<file path="src/rtl/adder_op_sequencer.sv">
// -----------------------------------------------------------------------------
// adder_op_sequencer
//
// Steps a user through loading the two operands and the carry-in of an
// external 4-bit adder with a single pushbutton, then captures and holds the
// adder's result for display.
//
// Each press of the button advances the sequence:
//   S_A    : press loads op_a from sw
//   S_B    : press loads op_b from sw
//   S_CIN  : press loads op_cin from cin_sw
//   S_ADD  : one-cycle settle; result is captured on the exit edge
//   S_SHOW : result held with result_valid high; press returns to S_A
//
// The pushbutton is asynchronous and bouncy. It goes through a two-flop
// synchronizer, then a stability counter that accepts a new level only after
// DEBOUNCE_CYCLES consecutive cycles at that level. The press event is a
// single-cycle pulse on the accepted 1->0 (press) transition.
//
// Ports
//   clk          system clock, rising edge
//   rst_n        asynchronous active-low reset
//   sw[3:0]      raw operand switches
//   cin_sw       raw carry-in switch
//   key_n        raw pushbutton, active-low
//   op_a[3:0]    registered operand A to the external adder
//   op_b[3:0]    registered operand B to the external adder
//   op_cin       registered carry-in to the external adder
//   sum_in[3:0]  combinational sum from the external adder
//   cout_in      combinational carry-out from the external adder
//   result_sum   captured sum
//   result_cout  captured carry-out
//   result_valid high while a captured result is displayed
//   state[2:0]   current FSM encoding
// -----------------------------------------------------------------------------
module adder_op_sequencer #(
  parameter int DEBOUNCE_CYCLES = 500000
) (
  input  logic       clk,
  input  logic       rst_n,
  input  logic [3:0] sw,
  input  logic       cin_sw,
  input  logic       key_n,
  output logic [3:0] op_a,
  output logic [3:0] op_b,
  output logic       op_cin,
  input  logic [3:0] sum_in,
  input  logic       cout_in,
  output logic [3:0] result_sum,
  output logic       result_cout,
  output logic       result_valid,
  output logic [2:0] state
);

  // The counter only has to reach DEBOUNCE_CYCLES-1, then the level flips.
  localparam int CNT_W = (DEBOUNCE_CYCLES > 1) ? $clog2(DEBOUNCE_CYCLES) : 1;
  localparam logic [CNT_W-1:0] CNT_MAX = CNT_W'(DEBOUNCE_CYCLES - 1);

  typedef enum logic [2:0] {
    S_A    = 3'd0,
    S_B    = 3'd1,
    S_CIN  = 3'd2,
    S_ADD  = 3'd3,
    S_SHOW = 3'd4
  } state_t;

  logic             key_sync_p0;
  logic             key_sync_p1;
  logic [CNT_W-1:0] stab_cnt;
  logic             key_db;
  logic             press_q;
  logic             key_press;
  state_t           state_q;

  // Stage p0/p1: two-flop synchronizer for the asynchronous pushbutton.
  always_ff @(posedge clk or negedge rst_n) begin
    if (!rst_n) begin
      key_sync_p0 <= 1'b0;
      key_sync_p1 <= 1'b0;
    end else begin
      key_sync_p0 <= key_n;
      key_sync_p1 <= key_sync_p0;
    end
  end

  // Debounce stage: count consecutive cycles where the synchronized key
  // disagrees with the accepted level; any agreement restarts the count.
  // The press pulse is raised on the same edge the level is accepted low,
  // so it lasts exactly one cycle and a release never produces one.
  always_ff @(posedge clk or negedge rst_n) begin
    if (!rst_n) begin
      stab_cnt <= '0;
      key_db   <= 1'b1;
      press_q  <= 1'b0;
    end else begin
      press_q <= 1'b0;
      if (key_sync_p1 != key_db) begin
        if (stab_cnt == CNT_MAX) begin
          key_db   <= key_sync_p1;
          stab_cnt <= '0;
          press_q  <= ~key_sync_p1;
        end else begin
          stab_cnt <= stab_cnt + 1'b1;
        end
      end else begin
        stab_cnt <= '0;
      end
    end
  end

  assign key_press = press_q;

  // Sequencer stage: switches are sampled only on the press edge of the
  // state that owns them, so switch activity elsewhere is invisible.
  always_ff @(posedge clk or negedge rst_n) begin
    if (!rst_n) begin
      state_q      <= S_A;
      op_a         <= '0;
      op_b         <= '0;
      op_cin       <= 1'b0;
      result_sum   <= '0;
      result_cout  <= 1'b0;
      result_valid <= 1'b0;
    end else begin
      case (state_q)
        S_A: begin
          if (key_press) begin
            op_a    <= sw;
            state_q <= S_B;
          end
        end
        S_B: begin
          if (key_press) begin
            op_b    <= sw;
            state_q <= S_CIN;
          end
        end
        S_CIN: begin
          if (key_press) begin
            op_cin  <= cin_sw;
            state_q <= S_ADD;
          end
        end
        // One cycle for the external adder to settle on the new operands;
        // presses here are dropped rather than queued.
        S_ADD: begin
          result_sum   <= sum_in;
          result_cout  <= cout_in;
          result_valid <= 1'b1;
          state_q      <= S_SHOW;
        end
        S_SHOW: begin
          if (key_press) begin
            result_valid <= 1'b0;
            state_q      <= S_A;
          end
        end
        default: begin
          state_q <= S_A;
        end
      endcase
    end
  end

  assign state = state_q;

endmodule

</file>
<file path="config.mk">
export PLATFORM = sky130hd
export DESIGN_NAME = adder_op_sequencer
export DESIGN_NICKNAME = d
export VERILOG_FILES = /design/src/rtl/adder_op_sequencer.sv
export SDC_FILE = /design/constraint.sdc
export NUM_CORES = 1
export LEC_CHECK = 0
export CAP_MARGIN = 15
export CORE_UTILIZATION = 52
export DETAILED_ROUTE_END_ITERATION = 6
export GPL_ROUTABILITY_DRIVEN = 0
export PLACE_DENSITY_LB_ADDON = 0.12
export SYNTH_ARGS = -nofsm -noshare
export SYNTH_HDL_FRONTEND = slang
export SYNTH_SLANG_ARGS = --single-unit
</file>
<file path="constraint.sdc">
create_clock -name clk -period 2.3 [get_ports clk]
set_clock_uncertainty 0.1 [all_clocks]
set_input_delay 0.46 -clock clk [delete_from_list [all_inputs] [get_ports clk]]
set_output_delay 0.46 -clock clk [all_outputs]
set_load 0.01 [all_outputs]
</file>
==> results of run 1 <==
==> logic make-up (layout without fill, tap and decap cells) <==
family                   count (synthesis)  count (layout)  synth area share, %
AND/OR/NAND/NOR                         68              68                19.82
flip-flops                              41              41                56.50
XOR/XNOR                                16              16                7.708
multiplexers                            15              15                9.291
AO/OA/AOI/OAI                           10              10                3.717
buffers and inverters                    9              46                2.271
adder cells (fa/ha/maj)                  1               1               0.6881
==> critical path, cell delays in order (launching register included) <==
cell and delay (ns):
dfrtp_1 0.46, or4b_1 0.56, or3_4 0.42, o21ai_4 0.38, nor2_1 0.11
==> worst paths after layout <==
check	startpoint	endpoint	slack [ns]	depth (start not counted)
max	stab_cnt[11]	stab_cnt[6]	0.15	4
min	rst_n	op_b[0]	0.04	2
max reg2reg	stab_cnt[11]	stab_cnt[6]	0.15	4
min reg2reg	key_sync_p0	key_sync_p1	0.26	0
max in group asynchronous	rst_n	key_db	1.68	2
min in group clk	key_sync_p0	key_sync_p1	0.26	0
==> cell usage in the layout, fill, tap and decap left out, types with 2 or more instances in the layout <==
master           Yosys  routed
nand3_1              9       9
nand4_1              4       4
and3_1               2       2
nand3b_1             2       2
nor2_1              23      23
buf_4                0       3
nor4_1               5       5
inv_1                5       5
mux2_2              15      15
nand2_1              6       6
clkdlybuf4s50_1      0      29
or4b_1               2       2
a21oi_1              6       6
clkbuf_4             0       5
dfrtp_1             40      40
nor3_1               7       7
xnor2_1             13      13
xor2_1               3       3
==> Yosys cell counts (2+ instances only) <==
cell type   n  share of area, %
a21oi_1     6               1.7
and3_1      2              0.69
clkbuf_1    3              0.62
dfrtp_1    40                55
inv_1       5               1.0
mux2_2     15               9.3
nand2_1     6               1.2
nand3_1     9               2.5
nand3b_1    2              0.83
nand4_1     4               1.4
nor2_1     23               4.7
nor3_1      7               1.9
nor4_1      5               1.7
or4b_1      2               1.1
xnor2_1    13               6.3
xor2_1      3               1.4
==> routing by layer <==
layer / share of wire [%] / vias to the layer above
met2: 50 / 33
met4: 1.6 / 0
met3: 4.7 / 5
met5: 0 / -
li1: - / 629
met1: 43 / 635
==> final cells by class <==
class	count	share of cell area, %
Inverter	5	0.8319
Clock buffer	7	2.440
Tap cell	46	2.551
Clock inverter	1	1.331
Multi-Input combinational cell	110	33.22
Sequential cell	41	45.54
Timing Repair Buffer	33	14.09
==> metrics by stage <==
stage,instances,util (%)
after floorplan,160,-
after global placement,235,65.05
after detailed placement,235,65.05
after CTS,243,67.60
after global routing,243,67.60
final,243,67.60
==> flip-flops by register name, indices dropped and copies added (netlist names) <==
signal,count
result_cout,1
result_valid,1
key_sync_p0,1
stab_cnt,19
op_cin,1
key_press,1
op_a,4
key_sync_p1,1
op_b,4
result_sum,4
state,3
key_db,1
==> power by group through the flow <==
stage	Combinational, mW	Clock (mW)	Sequential, mW
2_1_floorplan	0.0167	0	0.754
3_3_place_gp	0.0628	0	0.752
3_5_place_dp	0.0649	0	0.752
4_1_cts	0.0655	0.497	0.738
5_1_grt	0.0724	0.527	0.740
6_report	0.0635	0.482	0.738
==> results_dict.tcl, run 1 <==
set metrics [dict create \
    die_h_um 61.13 \
    place_area_sq_um 2171 \
    synthesis.nets 174 \
    nFillCells 267 \
    start_util_pct 54.48 \
    ctsHtreeMaxLevel 2 \
    drt-initial-drc-count 85 \
    worst_slack_ns 0.1479 \
    path_clk_slew_ns 0.12 \
    routed-via-count 1302 \
    busiest_layer "met2" \
    die_w_um 61.13 \
    syn_inst 160 \
    async_flop_share_pct 100.0 \
    grt_util_met3_pct 5.882 \
    vdd_drop_max_v 0.0003976 \
    p_int_mw 1.025 \
    wire_per_inst_um 13.24 \
    startpoint_type "flop" \
    cp_data_arrival_time_ns 2.28 \
    min_period_ns 2.152 \
    place.port_buffers 30 \
    use_met1_pct 23.86 \
    synth.avg_cell_area_sq_um 11.36 \
    setup_tns_ns 0 \
    ys.flop_type "dfrtp_1" \
    outcome "complete, no violations" \
    relSlewSlack_pct 60.73 \
    yosysSeqAreaShare_pct 56.50 \
    diodes 0 \
    layout-drive-gt1-share_pct 15.74 \
    synth_edf_count 0 \
    cts_tree "done" \
    root_buffer "clkbuf_4" \
    switching_share_pct 20.21 \
    critPathKind "flop to flop" \
    p_seq_share_pct 57.5 \
    yosysUniqueCellTypes 31 \
    slew_violations 0 \
    clk_latency_ns 0.35 \
    post_cts_buffers 0 \
    post_cts_resized 0 \
    p_per_area_nw_per_um2 569.2 \
    die_area_sq_um 3737 \
    crit_fanout 17 \
    cts_buffers 5 \
    grt_pass1_wl_um 5409 \
    rows 21 \
    finalHoldViolCount 0 \
    grt_remaining_overflow 0 \
    p_leak_nw 0.9326 \
    hp-class "input port to asynchronous set/reset pin" \
    required_ns 2.42 \
    grt_use_met2_pct 35.71 \
    multi_input_area_sq_um 749.5 \
    final_cell_area_sq_um 2256 \
    maxCapViolations 0 \
    track_usage_pct 20.33 \
    postRouteWirelength_um 3218 \
    setup_viol 0 \
    ant_nets 0 \
    seq_area_sq_um 1027 \
    tightestPinTransition_ns 0.5837 \
    endpoint_kind "flop" \
    ys.warnings.count 0 \
    grt_pass1_vias 1212 \
    rsz0062_at_grt "no" \
    comb_power_share_pct 4.9 \
    period_share_pct 93.57 \
    drc_errors 0 \
    hold_ws_ns 0.04337 \
    cts.sinks 41 \
    dr.pass1.iters 4 \
    switchingPower_uw 259.5 \
    total_power_mw 1.284 \
    clock.fmax_mhz 464.7 \
    antenna_found_initial 0 \
    dpl_worst_slack_ns 0.1595 \
    cts_hold_buf 0 \
    synth_area_sq_um 1818 \
    layout.nets 210 \
    area_delta_synth_final_pct 24.09 \
    coreArea_sq_um 3337 \
    place_hpwl_um 2370 \
    clockBufferDepth 2 \
    grt_max_degree 42 \
    power.share.clock_pct 37.6 \
    ios 31 \
    viasPerCell 5.358 \
    ys_ff_latch 41 \
]
Note: power is estimated with default switching activity, not from simulation.
==> run 2, diff against run 1 <==
--- a/config.mk
+++ b/config.mk
@@ -13,3 +13,4 @@
 export SYNTH_ARGS = -nofsm -noshare
 export SYNTH_HDL_FRONTEND = slang
 export SYNTH_SLANG_ARGS = --single-unit
+export TNS_END_PERCENT = 30
==> results of run 2 <==
Same layout as run 1: the final DEF is identical, and so are final timing and power.
==> run 3, diff against run 2 <==
--- a/config.mk
+++ b/config.mk
@@ -6,9 +6,8 @@
 export NUM_CORES = 1
 export LEC_CHECK = 0
 export CAP_MARGIN = 15
-export CORE_UTILIZATION = 52
+export CORE_UTILIZATION = 32
 export DETAILED_ROUTE_END_ITERATION = 6
-export GPL_ROUTABILITY_DRIVEN = 0
 export PLACE_DENSITY_LB_ADDON = 0.12
 export SYNTH_ARGS = -nofsm -noshare
 export SYNTH_HDL_FRONTEND = slang
==> results_dict.tcl, run 3 (synthesized netlist as in run 1, its figures left out) <==
set metrics [dict create \
    start_util_pct 33.02 \
    startpoint_type "flop" \
    outcome "complete, no violations" \
    r2r-start "stab_cnt[11]" \
    place_hpwl_um 2500 \
    setup_tns_ns 0 \
    relSlewSlack_pct 59.24 \
    layout-drive-gt1-share_pct 15.31 \
    ant_nets 0 \
    grt_remaining_overflow 0 \
    routed-via-count 1280 \
    period_share_pct 95.30 \
    root_buffer "clkbuf_8" \
    path_clk_slew_ns 0.08 \
    p_per_area_nw_per_um2 550.2 \
    registers.top_by_ff_count "stab_cnt" \
    die_area_sq_um 5987 \
    layout.nets 210 \
    die_h_um 77.38 \
    clock.fmax_mhz 456.2 \
    cts_buffers 5 \
    p_leak_nw 0.9360 \
    dp.cells 261 \
    postRouteWirelength_um 3465 \
    crit_fanout 17 \
    worst_slack_ns 0.1081 \
    hold_ws_ns 0.01144 \
    area_delta_synth_final_pct 26.63 \
    diodes 0 \
    setup_viol 0 \
    ff2ff_path_depth 4 \
    hp-class "input port to asynchronous set/reset pin" \
    rsz0062_at_grt "no" \
    dr.pass1.iters 4 \
    final_common_cell "dfrtp_1" \
    required_ns 2.35 \
    post_cts_buffers 0 \
    maxCapViolations 0 \
    place_congestion 0.7411 \
    drc_errors 0 \
    viasPerCell 4.776 \
    endpoint_kind "flop" \
    wire_per_inst_um 12.93 \
    place.port_buffers 30 \
    min_period_ns 2.192 \
    grt_max_degree 24 \
    grt_pass1_wl_um 5940 \
    final_cell_mix "dfrtp_1 (40), clkdlybuf4s50_1 (29), nor2_1 (23), mux2_2 (15), xnor2_1 (13)" \
    cp_data_arrival_time_ns 2.24 \
    rows 27 \
    ctsHtreeMaxLevel 2 \
    post_cts_resized 0 \
    finalHoldViolCount 0 \
    cts.sinks 41 \
    grt_pass1_vias 1300 \
    vdd_drop_max_v 0.0002869 \
    final_util_pct 41.81 \
    clk_latency_ns 0.29 \
    drt-initial-drc-count 8 \
    track_usage_pct 12.89 \
    coreArea_sq_um 5507 \
    cts_hold_buf 0 \
    slew_violations 0 \
    dpl_worst_slack_ns 0.1212 \
    r2r_end "stab_cnt[3]" \
    clockBufferDepth 2 \
    instances_no_fill 268 \
    largest_register_ffs 19 \
    antenna_found_initial 0 \
    critPathKind "flop to flop" \
    cts_tree "done" \
    ios 31 \
    nFillCells 535 \
    die_w_um 77.38 \
    tightestPinTransition_ns 0.6058 \
    rrSetupSlack_ns 0.11 \
]
## run 3: power breakdown
part           switching [mW]  internal (mW)  total, mW
clock network           0.223          0.238      0.461
logic                  0.0309         0.0359     0.0668
registers             0.00738          0.731      0.739
## run 3: routing by layer
layer  routed length [um]  global-route usage (%)
met5                    0                       0
met4                   57                   4.528
met3                  155                   4.471
met2                 1724                   22.21
met1                 1527                   14.75
## run 3: final cells by class
type,instances,area [sq um],share of cell area (%)
Tap cell,72,90.09,3.913
Multi-Input combinational cell,110,749.5,32.55
Inverter,5,18.77,0.8152
Clock buffer,7,86.33,3.750
Sequential cell,41,1027,44.62
Timing Repair Buffer,33,330.3,14.35
## run 3: worst max path at each step
stage | slack [ns] | endpoint | startpoint
floorplan | 0.32 | stab_cnt[10] | stab_cnt[11]
global placement | 0.19 | stab_cnt[13] | stab_cnt[11]
detailed placement | 0.12 | stab_cnt[16] | stab_cnt[11]
CTS | 0.12 | stab_cnt[12] | stab_cnt[11]
global route | 0.02 | stab_cnt[3] | stab_cnt[11]
finish | 0.11 | stab_cnt[3] | stab_cnt[11]
## run 3: stage by stage
stage / total power [mW] / area (sq um)
final: 1.267 / 2302
after global routing: 1.329 / 2302
after CTS: 1.295 / 2302
after detailed placement: 0.8213 / 2216
after global placement: 0.8194 / 2216
after floorplan: 0.7704 / 1818
## run 3: critical path: stages, from the launching register on
cell	delay (ns)
dfrtp_1	0.44
or4b_1	0.57
or3_4	0.42
o21ai_4	0.42
nor2_1	0.11
